<file path="src/rtl/pacman_motion.sv">
// Pacman sprite motion: button sync/debounce, heading latch, ticked stepping with
// playfield clamping, and the animation-frame toggle feeding drawcon.

module pacman_debounce #(
  parameter int DEB_BITS = 16
) (
  input  logic clk,
  input  logic rst,
  input  logic raw,
  output logic level
);
  logic [1:0]          sync;
  logic [DEB_BITS-1:0] cnt;

  // Level flips only after 2^DEB_BITS consecutive mismatching samples.
  always_ff @(posedge clk or posedge rst) begin
    if (rst) begin
      sync  <= '0;
      cnt   <= '0;
      level <= 1'b0;
    end else begin
      sync <= {sync[0], raw};
      if (sync[1] == level) begin
        cnt <= '0;
      end else if (&cnt) begin
        level <= ~level;
        cnt   <= '0;
      end else begin
        cnt <= cnt + 1'b1;
      end
    end
  end
endmodule

module pacman_motion #(
  parameter int DEB_BITS = 16,
  parameter int X_INIT   = 471,
  parameter int Y_INIT   = 386,
  parameter int X_MIN    = 0,
  parameter int X_MAX    = 1247,
  parameter int Y_MIN    = 0,
  parameter int Y_MAX    = 991,
  parameter int STEP     = 1,
  parameter int ANIM_DIV = 8
) (
  input  logic        clk,
  input  logic        rst,
  input  logic        btn_u,
  input  logic        btn_d,
  input  logic        btn_l,
  input  logic        btn_r,
  input  logic        tick,
  output logic [10:0] pos_x,
  output logic [9:0]  pos_y,
  output logic [3:0]  dir,
  output logic        moving
);
  localparam logic [2:0] HD_R = 3'b000;
  localparam logic [2:0] HD_L = 3'b010;
  localparam logic [2:0] HD_D = 3'b011;
  localparam logic [2:0] HD_U = 3'b100;

  localparam int AW = (ANIM_DIV > 1) ? $clog2(ANIM_DIV) : 1;
  localparam logic [AW-1:0] ANIM_LAST = AW'(ANIM_DIV - 1);

  localparam logic [10:0] XMIN_P = 11'(X_MIN);
  localparam logic [10:0] XMAX_P = 11'(X_MAX);
  localparam logic [9:0]  YMIN_P = 10'(Y_MIN);
  localparam logic [9:0]  YMAX_P = 10'(Y_MAX);
  localparam logic [11:0] STEP_X = 12'(STEP);
  localparam logic [10:0] STEP_Y = 11'(STEP);

  typedef enum logic {IDLE, MOVE} state_t;

  state_t        state, state_nxt;
  logic [3:0]    btn_raw, deb;
  logic [2:0]    heading, heading_nxt;
  logic          frame, frame_nxt;
  logic [AW-1:0] anim_cnt, anim_nxt;
  logic [10:0]   x_nxt;
  logic [9:0]    y_nxt;
  logic [11:0]   x_inc, x_dec;
  logic [10:0]   y_inc, y_dec;

  // Lane order: 0 right, 1 left, 2 down, 3 up.
  assign btn_raw = {btn_u, btn_d, btn_l, btn_r};

  for (genvar i = 0; i < 4; i++) begin : g_btn
    pacman_debounce #(.DEB_BITS(DEB_BITS)) u_deb (
      .clk   (clk),
      .rst   (rst),
      .raw   (btn_raw[i]),
      .level (deb[i])
    );
  end

  always_comb begin
    heading_nxt = heading;
    if      (deb[2]) heading_nxt = HD_D;
    else if (deb[3]) heading_nxt = HD_U;
    else if (deb[1]) heading_nxt = HD_L;
    else if (deb[0]) heading_nxt = HD_R;
  end

  // One bit of headroom: a set MSB on the decrement is a borrow, i.e. below zero.
  assign x_inc = {1'b0, pos_x} + STEP_X;
  assign x_dec = {1'b0, pos_x} - STEP_X;
  assign y_inc = {1'b0, pos_y} + STEP_Y;
  assign y_dec = {1'b0, pos_y} - STEP_Y;

  always_comb begin
    state_nxt = state;
    x_nxt     = pos_x;
    y_nxt     = pos_y;
    frame_nxt = frame;
    anim_nxt  = anim_cnt;
    case (state)
      IDLE: if (|deb) state_nxt = MOVE;
      MOVE: begin
        if (tick) begin
          if (anim_cnt == ANIM_LAST) begin
            anim_nxt  = '0;
            frame_nxt = ~frame;
          end else begin
            anim_nxt = anim_cnt + 1'b1;
          end
          // Registered heading: a same-cycle heading change steps the old way.
          case (heading)
            HD_R: begin
              if (x_inc > {1'b0, XMAX_P}) begin
                x_nxt     = XMAX_P;
                state_nxt = IDLE;
              end else begin
                x_nxt = x_inc[10:0];
              end
            end
            HD_L: begin
              if (x_dec[11] || (x_dec < {1'b0, XMIN_P})) begin
                x_nxt     = XMIN_P;
                state_nxt = IDLE;
              end else begin
                x_nxt = x_dec[10:0];
              end
            end
            HD_D: begin
              if (y_inc > {1'b0, YMAX_P}) begin
                y_nxt     = YMAX_P;
                state_nxt = IDLE;
              end else begin
                y_nxt = y_inc[9:0];
              end
            end
            HD_U: begin
              if (y_dec[10] || (y_dec < {1'b0, YMIN_P})) begin
                y_nxt     = YMIN_P;
                state_nxt = IDLE;
              end else begin
                y_nxt = y_dec[9:0];
              end
            end
            default: ;
          endcase
        end
      end
      default: state_nxt = IDLE;
    endcase
  end

  always_ff @(posedge clk or posedge rst) begin
    if (rst) begin
      state    <= IDLE;
      heading  <= HD_R;
      frame    <= 1'b0;
      anim_cnt <= '0;
      pos_x    <= 11'(X_INIT);
      pos_y    <= 10'(Y_INIT);
    end else begin
      state    <= state_nxt;
      heading  <= heading_nxt;
      frame    <= frame_nxt;
      anim_cnt <= anim_nxt;
      pos_x    <= x_nxt;
      pos_y    <= y_nxt;
    end
  end

  assign dir    = {heading, frame};
  assign moving = (state == MOVE);
endmodule

</file>
<file path="config.mk">
export PLATFORM = sky130hd
export DESIGN_NAME = pacman_motion
export DESIGN_NICKNAME = d
export VERILOG_FILES = /design/src/rtl/pacman_motion.sv
export SDC_FILE = /design/constraint.sdc
export NUM_CORES = 1
export LEC_CHECK = 0
export ABC_AREA = 1
export CELL_PAD_IN_SITES_DETAIL_PLACEMENT = 0
export CELL_PAD_IN_SITES_GLOBAL_PLACEMENT = 1
export CORE_MARGIN = 4
export CORE_UTILIZATION = 45
export DETAILED_ROUTE_END_ITERATION = 8
export GPL_ROUTABILITY_DRIVEN = 0
export PLACE_DENSITY_LB_ADDON = 0.1
export SKIP_CTS_REPAIR_TIMING = 1
export SYNTH_ARGS = -nofsm -noshare
export SYNTH_HDL_FRONTEND = slang
export SYNTH_HIERARCHICAL = 1
export SYNTH_SLANG_ARGS = --single-unit
</file>
<file path="constraint.sdc">
create_clock -name clk -period 2.5 [get_ports clk]
set_input_delay 0.25 -clock clk [delete_from_list [all_inputs] [get_ports clk]]
set_output_delay 0.25 -clock clk [all_outputs]
set_load 0.02 [all_outputs]
</file>
==> flow_metrics.env, run 1 <==
export IMPL_layout_min_cycle_time_ns=2.11
export IMPL_grt_max_degree=30
export IMPL_cp_arrival_ns=2.39
export IMPL_detailed_place_hpwl_um=11000
export IMPL_layout_setup_ws_ns=0.385
export IMPL_die_extent_in_x_um=131
export IMPL_synth_sequential_area_ratio_pct=39.1
export IMPL_vdd_ir_drop_worst_mv=0.279
export IMPL_clock_path_buffers=2
export IMPL_final_util_pct=51.8
export IMPL_postRouteWirelength_um=14500
export IMPL_design_power_total_mw=3.41
export IMPL_final_setup_tns_ns=0
export IMPL_clkTransAtPathRegs_ns=0.07
export IMPL_synth_ff_latch_count=105
export IMPL_post_drt_via_cell_ratio=5.03
export IMPL_final_setup_skew_ns=0.00564
export IMPL_synth_top_cells_by_area="sky130_fd_sc_hd__dfrtp_1 (35%), sky130_fd_sc_hd__nand2_1 (11%), sky130_fd_sc_hd__nor2_1 (7.8%), sky130_fd_sc_hd__inv_1 (6.1%), sky130_fd_sc_hd__nand3_1 (4.4%)"
export IMPL_finalHoldViolCount=0
export IMPL_drt_drc_violations_left=0
export IMPL_drt_antenna_violating_nets=0
export IMPL_finish_net_count=958
export IMPL_pre_cts_ws_ns=0.412
export IMPL_syn_instance_count=905
export IMPL_drt_wirelength_per_cell_um=12.9
export IMPL_cellLeakagePower_nw=3.39
export IMPL_yosys_top_cells_count="sky130_fd_sc_hd__nand2_1 (201), sky130_fd_sc_hd__nor2_1 (140), sky130_fd_sc_hd__inv_1 (110)"
export IMPL_total_clock_buffers_created_by_cts=9
export IMPL_final_min_period_over_clock_period_pct=84.6
export IMPL_core_region_area_sq_um=14600
export IMPL_max_freq_mhz=473
export IMPL_synth_largest_type_area_fraction_pct=35.2
export IMPL_final_layout_size_suffix_gt1_share_pct=14.8
export IMPL_buffer_ports_inserted=32
export IMPL_share_of_synthesized_registers_carrying_an_async_set_or_reset_pct=100
export IMPL_worst_hold_path_type="in -> reg"
export IMPL_grt_overflow_total=0
export IMPL_rsz0062_at_grt="false"
export IMPL_final_layout_fill_cell_count=1443
export IMPL_syn_avg_cell_area_sq_um=7.47
export IMPL_post_synth_top_count_cell="sky130_fd_sc_hd__nand2_1"
export IMPL_cp_required_ns=2.78
export IMPL_clock_tree_htree_level_count=3
export IMPL_clock_root_buffer="sky130_fd_sc_hd__clkbuf_16"
export IMPL_grt_antenna_before_repair=0
export IMPL_outcome="completed"
export IMPL_max_cap_viol_count=0
export IMPL_netlist_top_cell_by_area="sky130_fd_sc_hd__dfrtp_1"
export IMPL_drtPass1Iterations=6
export IMPL_worst_margin_slew_ns=0.730
export IMPL_setup_worst_path_class="reg -> reg"
export IMPL_number_of_enable_type_register_cells_in_the_synthesized_netlist=0
export IMPL_timing_critical_path_to_type="flop"
export IMPL_synth_warning_count=6
export IMPL_die_height_um=131
export IMPL_gr_usage_all_layers_pct=18.1
export IMPL_clock_insertion_delay_worst_skew_ns=0.35
export IMPL_top_level_ports=33
export IMPL_finalSetupViolations=0
export IMPL_numClockSinks=105
export IMPL_slew_headroom_pct=51.3
export IMPL_mappedNetlistNets=923
export IMPL_floorplan_die_area_sq_um=17000
export IMPL_vias_in_the_first_global_route=5320
export IMPL_vias=5683
export IMPL_critPathLaunchType="flop"
export IMPL_yosysUniqueCellTypes=37
export IMPL_initial_core_util_pct=46.2
export IMPL_cts_tree="done"
export IMPL_post_synthesis_cell_area_sq_um=6760
export IMPL_power_density_nw_per_um2=449
export IMPL_placementRows=44
export IMPL_syn_to_final_growth_pct=12.2
export IMPL_grt_first_pass_wirelength_um=25100
export IMPL_path_max_fanout=13
export IMPL_dr_first_iter_drc_count=402
export IMPL_diodes=0
export IMPL_synth_top_flop_cell="sky130_fd_sc_hd__dfrtp_1"
export IMPL_drv_slew=0
==> sequential cells by signal, indices dropped and copies added, names as in the netlist <==
signal             flops
g_btn.u_deb/cnt       64
pos_y                 10
anim_cnt               3
frame                  1
g_btn.u_deb/sync       8
heading                3
moving                 1
g_btn.u_deb/level      4
pos_x                 11
==> where the power goes <==
part           leakage [nW]  internal, mW  switching (mW)  total [mW]
logic                  1.84        0.0330          0.0767       0.110
registers              1.39          1.72          0.0172        1.74
clock network         0.161         0.915           0.646        1.56
total                  3.39          2.67           0.740        3.41
==> path summary, 6_finish.rpt <==
check	startpoint	to	slack, ns	cells past startpoint
max	pos_y[0]$_DFFE_PP0P_	pos_y[6]$_DFFE_PP0P_	0.39	12
min	btn_r	g_btn[0].u_deb/sync[0]$_DFF_PP0_	0.34	1
max reg2reg	pos_y[0]$_DFFE_PP0P_	pos_y[6]$_DFFE_PP0P_	0.39	12
min reg2reg	g_btn[3].u_deb/sync[0]$_DFF_PP0_	g_btn[3].u_deb/sync[1]$_DFF_PP0_	0.35	0
max in group asynchronous	rst	g_btn[1].u_deb/cnt[4]$_DFF_PP0_	1.53	2
min in group asynchronous	rst	heading[2]$_DFFE_PP0P_	0.46	3
==> cell usage in the layout, fill, tap and decap left out, types with 2 or more instances in the layout <==
cell	count
sky130_fd_sc_hd__a21oi_1	35
sky130_fd_sc_hd__a22oi_1	4
sky130_fd_sc_hd__a31oi_1	5
sky130_fd_sc_hd__buf_4	7
sky130_fd_sc_hd__bufinv_16	2
sky130_fd_sc_hd__clkbuf_16	9
sky130_fd_sc_hd__clkdlybuf4s50_1	32
sky130_fd_sc_hd__dfrtp_1	95
sky130_fd_sc_hd__dfstp_2	10
sky130_fd_sc_hd__ha_1	11
sky130_fd_sc_hd__inv_1	110
sky130_fd_sc_hd__inv_2	16
sky130_fd_sc_hd__inv_6	2
sky130_fd_sc_hd__nand2_1	201
sky130_fd_sc_hd__nand2_2	24
sky130_fd_sc_hd__nand2_4	5
sky130_fd_sc_hd__nand3_1	59
sky130_fd_sc_hd__nand3_2	9
sky130_fd_sc_hd__nand4_1	24
sky130_fd_sc_hd__nand4_2	4
sky130_fd_sc_hd__nor2_1	140
sky130_fd_sc_hd__nor2_2	24
sky130_fd_sc_hd__nor2_4	20
sky130_fd_sc_hd__nor3_1	2
sky130_fd_sc_hd__nor3_2	4
sky130_fd_sc_hd__nor3b_1	4
sky130_fd_sc_hd__o211ai_1	3
sky130_fd_sc_hd__o21ai_0	18
sky130_fd_sc_hd__o21ai_1	2
sky130_fd_sc_hd__o21bai_1	8
sky130_fd_sc_hd__o22ai_1	2
sky130_fd_sc_hd__xnor2_1	20
sky130_fd_sc_hd__xor2_1	27
==> worst max-delay path, cell delays in order, from the launching register on <==
cell and delay, ns:
sky130_fd_sc_hd__dfrtp_1 0.60, sky130_fd_sc_hd__inv_1 0.18, sky130_fd_sc_hd__ha_1 0.36, sky130_fd_sc_hd__nand2_1 0.06, sky130_fd_sc_hd__nor2_1 0.09, sky130_fd_sc_hd__nand2_1 0.06, sky130_fd_sc_hd__nor2_1 0.11, sky130_fd_sc_hd__nand2_1 0.07
sky130_fd_sc_hd__a21oi_2 0.13, sky130_fd_sc_hd__nand2_2 0.10, sky130_fd_sc_hd__nand2_2 0.09, sky130_fd_sc_hd__nand2_4 0.06, sky130_fd_sc_hd__a21oi_1 0.14
==> metal layers <==
| layer | wire, um | share of wire (%) | global-route usage (%) |
|---|---|---|---|
| met1 | 6810 | 47 | 24.0 |
| met2 | 7020 | 48 | 30.1 |
| met3 | 421 | 2.9 | 2.28 |
| met4 | 280 | 1.9 | 6.96 |
| met5 | 0 | 0 | 0 |
==> per-stage QoR <==
stage	cells	area (sq um)	hold slack, ns
floorplan	905	6760	0.201
global placement	1113	7250	0.333
detailed placement	1113	7250	0.335
CTS	1129	7580	0.321
global route	1129	7580	0.322
finish	1129	7580	0.336
==> logic make-up (layout without fill, tap and decap cells) <==
group / Yosys count / count (layout) / share of synthesized area (%)
buf+inv: 141 / 181 / 8.61
fa+ha+maj: 11 / 11 / 2.04
simple gates: 521 / 521 / 37.5
xor+xnor: 47 / 47 / 6.09
flops: 105 / 105 / 39.1
compound gates: 80 / 80 / 6.74
==> layout make-up <==
type,count,area [sq um],area share [%]
clock buffers,11,243,3.20
clock inverters,5,86.3,1.14
inverters,126,473,6.24
multi-input cells,659,3540,46.7
flip-flops and latches,105,2640,34.8
well taps,184,230,3.04
repair buffers,39,373,4.92
Power figures use the tool's default switching activity.
==> inputs of run 2 (changes only) <==
Clock period 2.5 ns to 2.1 ns, I/O delays scaled along.
==> run 2 against run 1 <==
Compared with the run above:
- first-iteration DRC count shrank 18%
- flip-flop and latch count is the same
- final cell count grew 1.2%
- hold slack lost 0.085 ns
- clock-buffer cell count shrank 2
- clock skew is essentially flat
- critical path type unchanged
- via count grew 2.4%
- die area is the same
- largest power group unchanged
- largest cell class unchanged
- register-to-register slack lost 0.23 ns
- maximum frequency grew 8.9%
==> flow_metrics.env, run 2 (synthesis results as in run 1) <==
export IMPL_outcome="completed"
export IMPL_finalSetupViolations=0
export IMPL_final_min_period_over_clock_period_pct=92.5
export IMPL_vdd_ir_drop_worst_mv=0.372
export IMPL_rr_worst_depth=9
export IMPL_dr_first_iter_drc_count=328
export IMPL_register_with_the_most_flip_flops="g_btn.u_deb/cnt"
export IMPL_leading_cell_type_in_the_layout_fill_and_taps_excluded="sky130_fd_sc_hd__nand2_1"
export IMPL_finalHoldViolCount=0
export IMPL_grt_first_pass_wirelength_um=25900
export IMPL_worst_margin_slew_ns=0.390
export IMPL_floorplan_die_area_sq_um=17000
export IMPL_power_density_nw_per_um2=503
export IMPL_drv_slew=0
export IMPL_combinationalPowerShare_pct=3.6
export IMPL_reg_top3="g_btn.u_deb/cnt x64, pos_x x11, pos_y x10"
export IMPL_total_clock_buffers_created_by_cts=9
export IMPL_rsz0062_at_grt="false"
export IMPL_path_max_fanout=4
export IMPL_worst_hold_path_type="in -> async"
export IMPL_clock_tree_htree_level_count=3
export IMPL_placementRows=44
export IMPL_numClockSinks=105
export IMPL_die_extent_in_x_um=131
export IMPL_finish_net_count=971
export IMPL_post_drt_via_cell_ratio=5.10
export IMPL_postRouteWirelength_um=14700
export IMPL_clock_insertion_delay_worst_skew_ns=0.35
export IMPL_syn_to_final_growth_pct=13.1
export IMPL_drtPass1Iterations=6
export IMPL_drt_antenna_violating_nets=0
export IMPL_drt_wirelength_per_cell_um=12.9
export IMPL_layout_cells_most_common_list="sky130_fd_sc_hd__nand2_1 (200), sky130_fd_sc_hd__nor2_1 (140), sky130_fd_sc_hd__inv_1 (110)"
export IMPL_grt_antenna_before_repair=0
export IMPL_critPathLaunchType="flop"
export IMPL_final_setup_skew_ns=0.00554
export IMPL_slew_headroom_pct=74.0
export IMPL_path_cells="ha_2 > nand2_2 > nor2_4 > nand3_1 > o21ai_1 > nand2_2 > nor2_2 > nand2_1 > a22oi_1"
export IMPL_cts_tree="done"
export IMPL_max_cap_viol_count=0
export IMPL_number_of_flip_flops_in_the_largest_register=64
export IMPL_design_power_total_mw=3.85
export IMPL_timing_critical_path_to_type="flop"
export IMPL_internal_power_mw=2.92
export IMPL_cp_common_cell="sky130_fd_sc_hd__nand2_2"
export IMPL_power_switching_mw=0.922
export IMPL_setup_worst_path_class="reg -> reg"
export IMPL_initial_core_util_pct=46.2
export IMPL_detailed_place_hpwl_um=11300
export IMPL_clock_path_buffers=2
export IMPL_number_of_buffers_and_inverters_on_the_critical_path=0
export IMPL_cp_arrival_ns=2.21
export IMPL_top_level_ports=33
export IMPL_p_seq_share_pct=53.8
export IMPL_share_clk_of_total_power_pct=42.6
export IMPL_sw_frac_of_total_pct=24.0
export IMPL_buffer_ports_inserted=32
export IMPL_worstReg2RegEnd="pos_x[6]$_DFFE_PP1P_"
export IMPL_cellLeakagePower_nw=3.43
export IMPL_max_stage_delay_ns=0.55
export IMPL_gr_usage_all_layers_pct=18.6
export IMPL_grt_overflow_total=0
export IMPL_final_setup_tns_ns=0
export IMPL_holdWs_ns=0.250
export IMPL_die_height_um=131
export IMPL_final_layout_fill_cell_count=1409
export IMPL_critPathTopFamily="simple AND/OR/NAND/NOR gates"
export IMPL_vias=5819
export IMPL_max_freq_mhz=515
export IMPL_diodes=0
export IMPL_clock_root_buffer="sky130_fd_sc_hd__clkbuf_16"
export IMPL_grt_max_degree=30
export IMPL_layout_min_cycle_time_ns=1.94
export IMPL_drt_drc_violations_left=0
export IMPL_crit_path_max_delay_cell_type="sky130_fd_sc_hd__dfstp_2"
export IMPL_cp_required_ns=2.37
export IMPL_final_layout_size_suffix_gt1_share_pct=16.3
export IMPL_vias_in_the_first_global_route=5677
export IMPL_core_region_area_sq_um=14600
export IMPL_regToRegSetupSlack_ns=0.16
export IMPL_clkTransAtPathRegs_ns=0.07
export IMPL_timing_rr_start="pos_x[0]$_DFFE_PP1P_"
-- run 2: final cells by class --
type	instances	area, sq um	share of cell area, %
multi-input combinational	659	3540	46.4
sequential	105	2640	34.5
inverter	126	473	6.19
timing repair buffer	52	470	6.15
tap	184	230	3.01
clock buffer	9	225	2.95
clock inverter	7	61.3	0.802
-- run 2: through the flow --
step	cell area, sq um	worst slack (ns)	util [%]	std cells
floorplan	6760	0.257	-	905
global placement	7330	0.214	50.1	1123
detailed placement	7330	0.101	50.1	1123
CTS	7620	0.0757	52.0	1139
global route	7640	0.0175	52.2	1142
finish	7640	0.157	52.2	1142
-- run 2: worst max-delay path by stage --
stage               cells past startpoint                    to            startpoint  slack (ns)
CTS                                     9  pos_x[6]$_DFFE_PP1P_  pos_x[1]$_DFFE_PP1P_        0.08
detailed placement                      9  pos_x[6]$_DFFE_PP1P_  pos_x[1]$_DFFE_PP1P_        0.10
finish                                  9  pos_x[6]$_DFFE_PP1P_  pos_x[0]$_DFFE_PP1P_        0.16
floorplan                              12  pos_y[6]$_DFFE_PP0P_  pos_y[1]$_DFFE_PP1P_        0.26
global route                            9  pos_x[6]$_DFFE_PP1P_  pos_x[0]$_DFFE_PP1P_        0.02
global placement                       12      moving$_DFF_PP0_  pos_x[0]$_DFFE_PP1P_        0.21
-- run 2: per-layer routing --
layer	part of all wire [%]	GRT usage (%)
met5	0	0
met4	1.8	6.96
met3	2.7	2.03
met2	49	32.0
met1	47	24.1
-- run 2: worst reg2reg max path: stages, from the launching register on --
cell                      delay (ns)
sky130_fd_sc_hd__dfstp_2        0.55
sky130_fd_sc_hd__ha_2           0.21
sky130_fd_sc_hd__nand2_2        0.07
sky130_fd_sc_hd__nor2_4         0.12
sky130_fd_sc_hd__nand3_1        0.13
sky130_fd_sc_hd__o21ai_1        0.21
sky130_fd_sc_hd__nand2_2        0.10
sky130_fd_sc_hd__nor2_2         0.14
sky130_fd_sc_hd__nand2_1        0.13
sky130_fd_sc_hd__a22oi_1        0.19
-- run 2: power groups by stage --
stage	Combinational, mW	Clock, mW	Sequential, mW
6_report	0.139	1.64	2.07
5_1_grt	0.162	1.79	2.07
4_1_cts	0.145	1.70	2.07
3_5_place_dp	0.145	0	2.11
3_3_place_gp	0.143	0	2.11
2_1_floorplan	0.0882	0	2.10
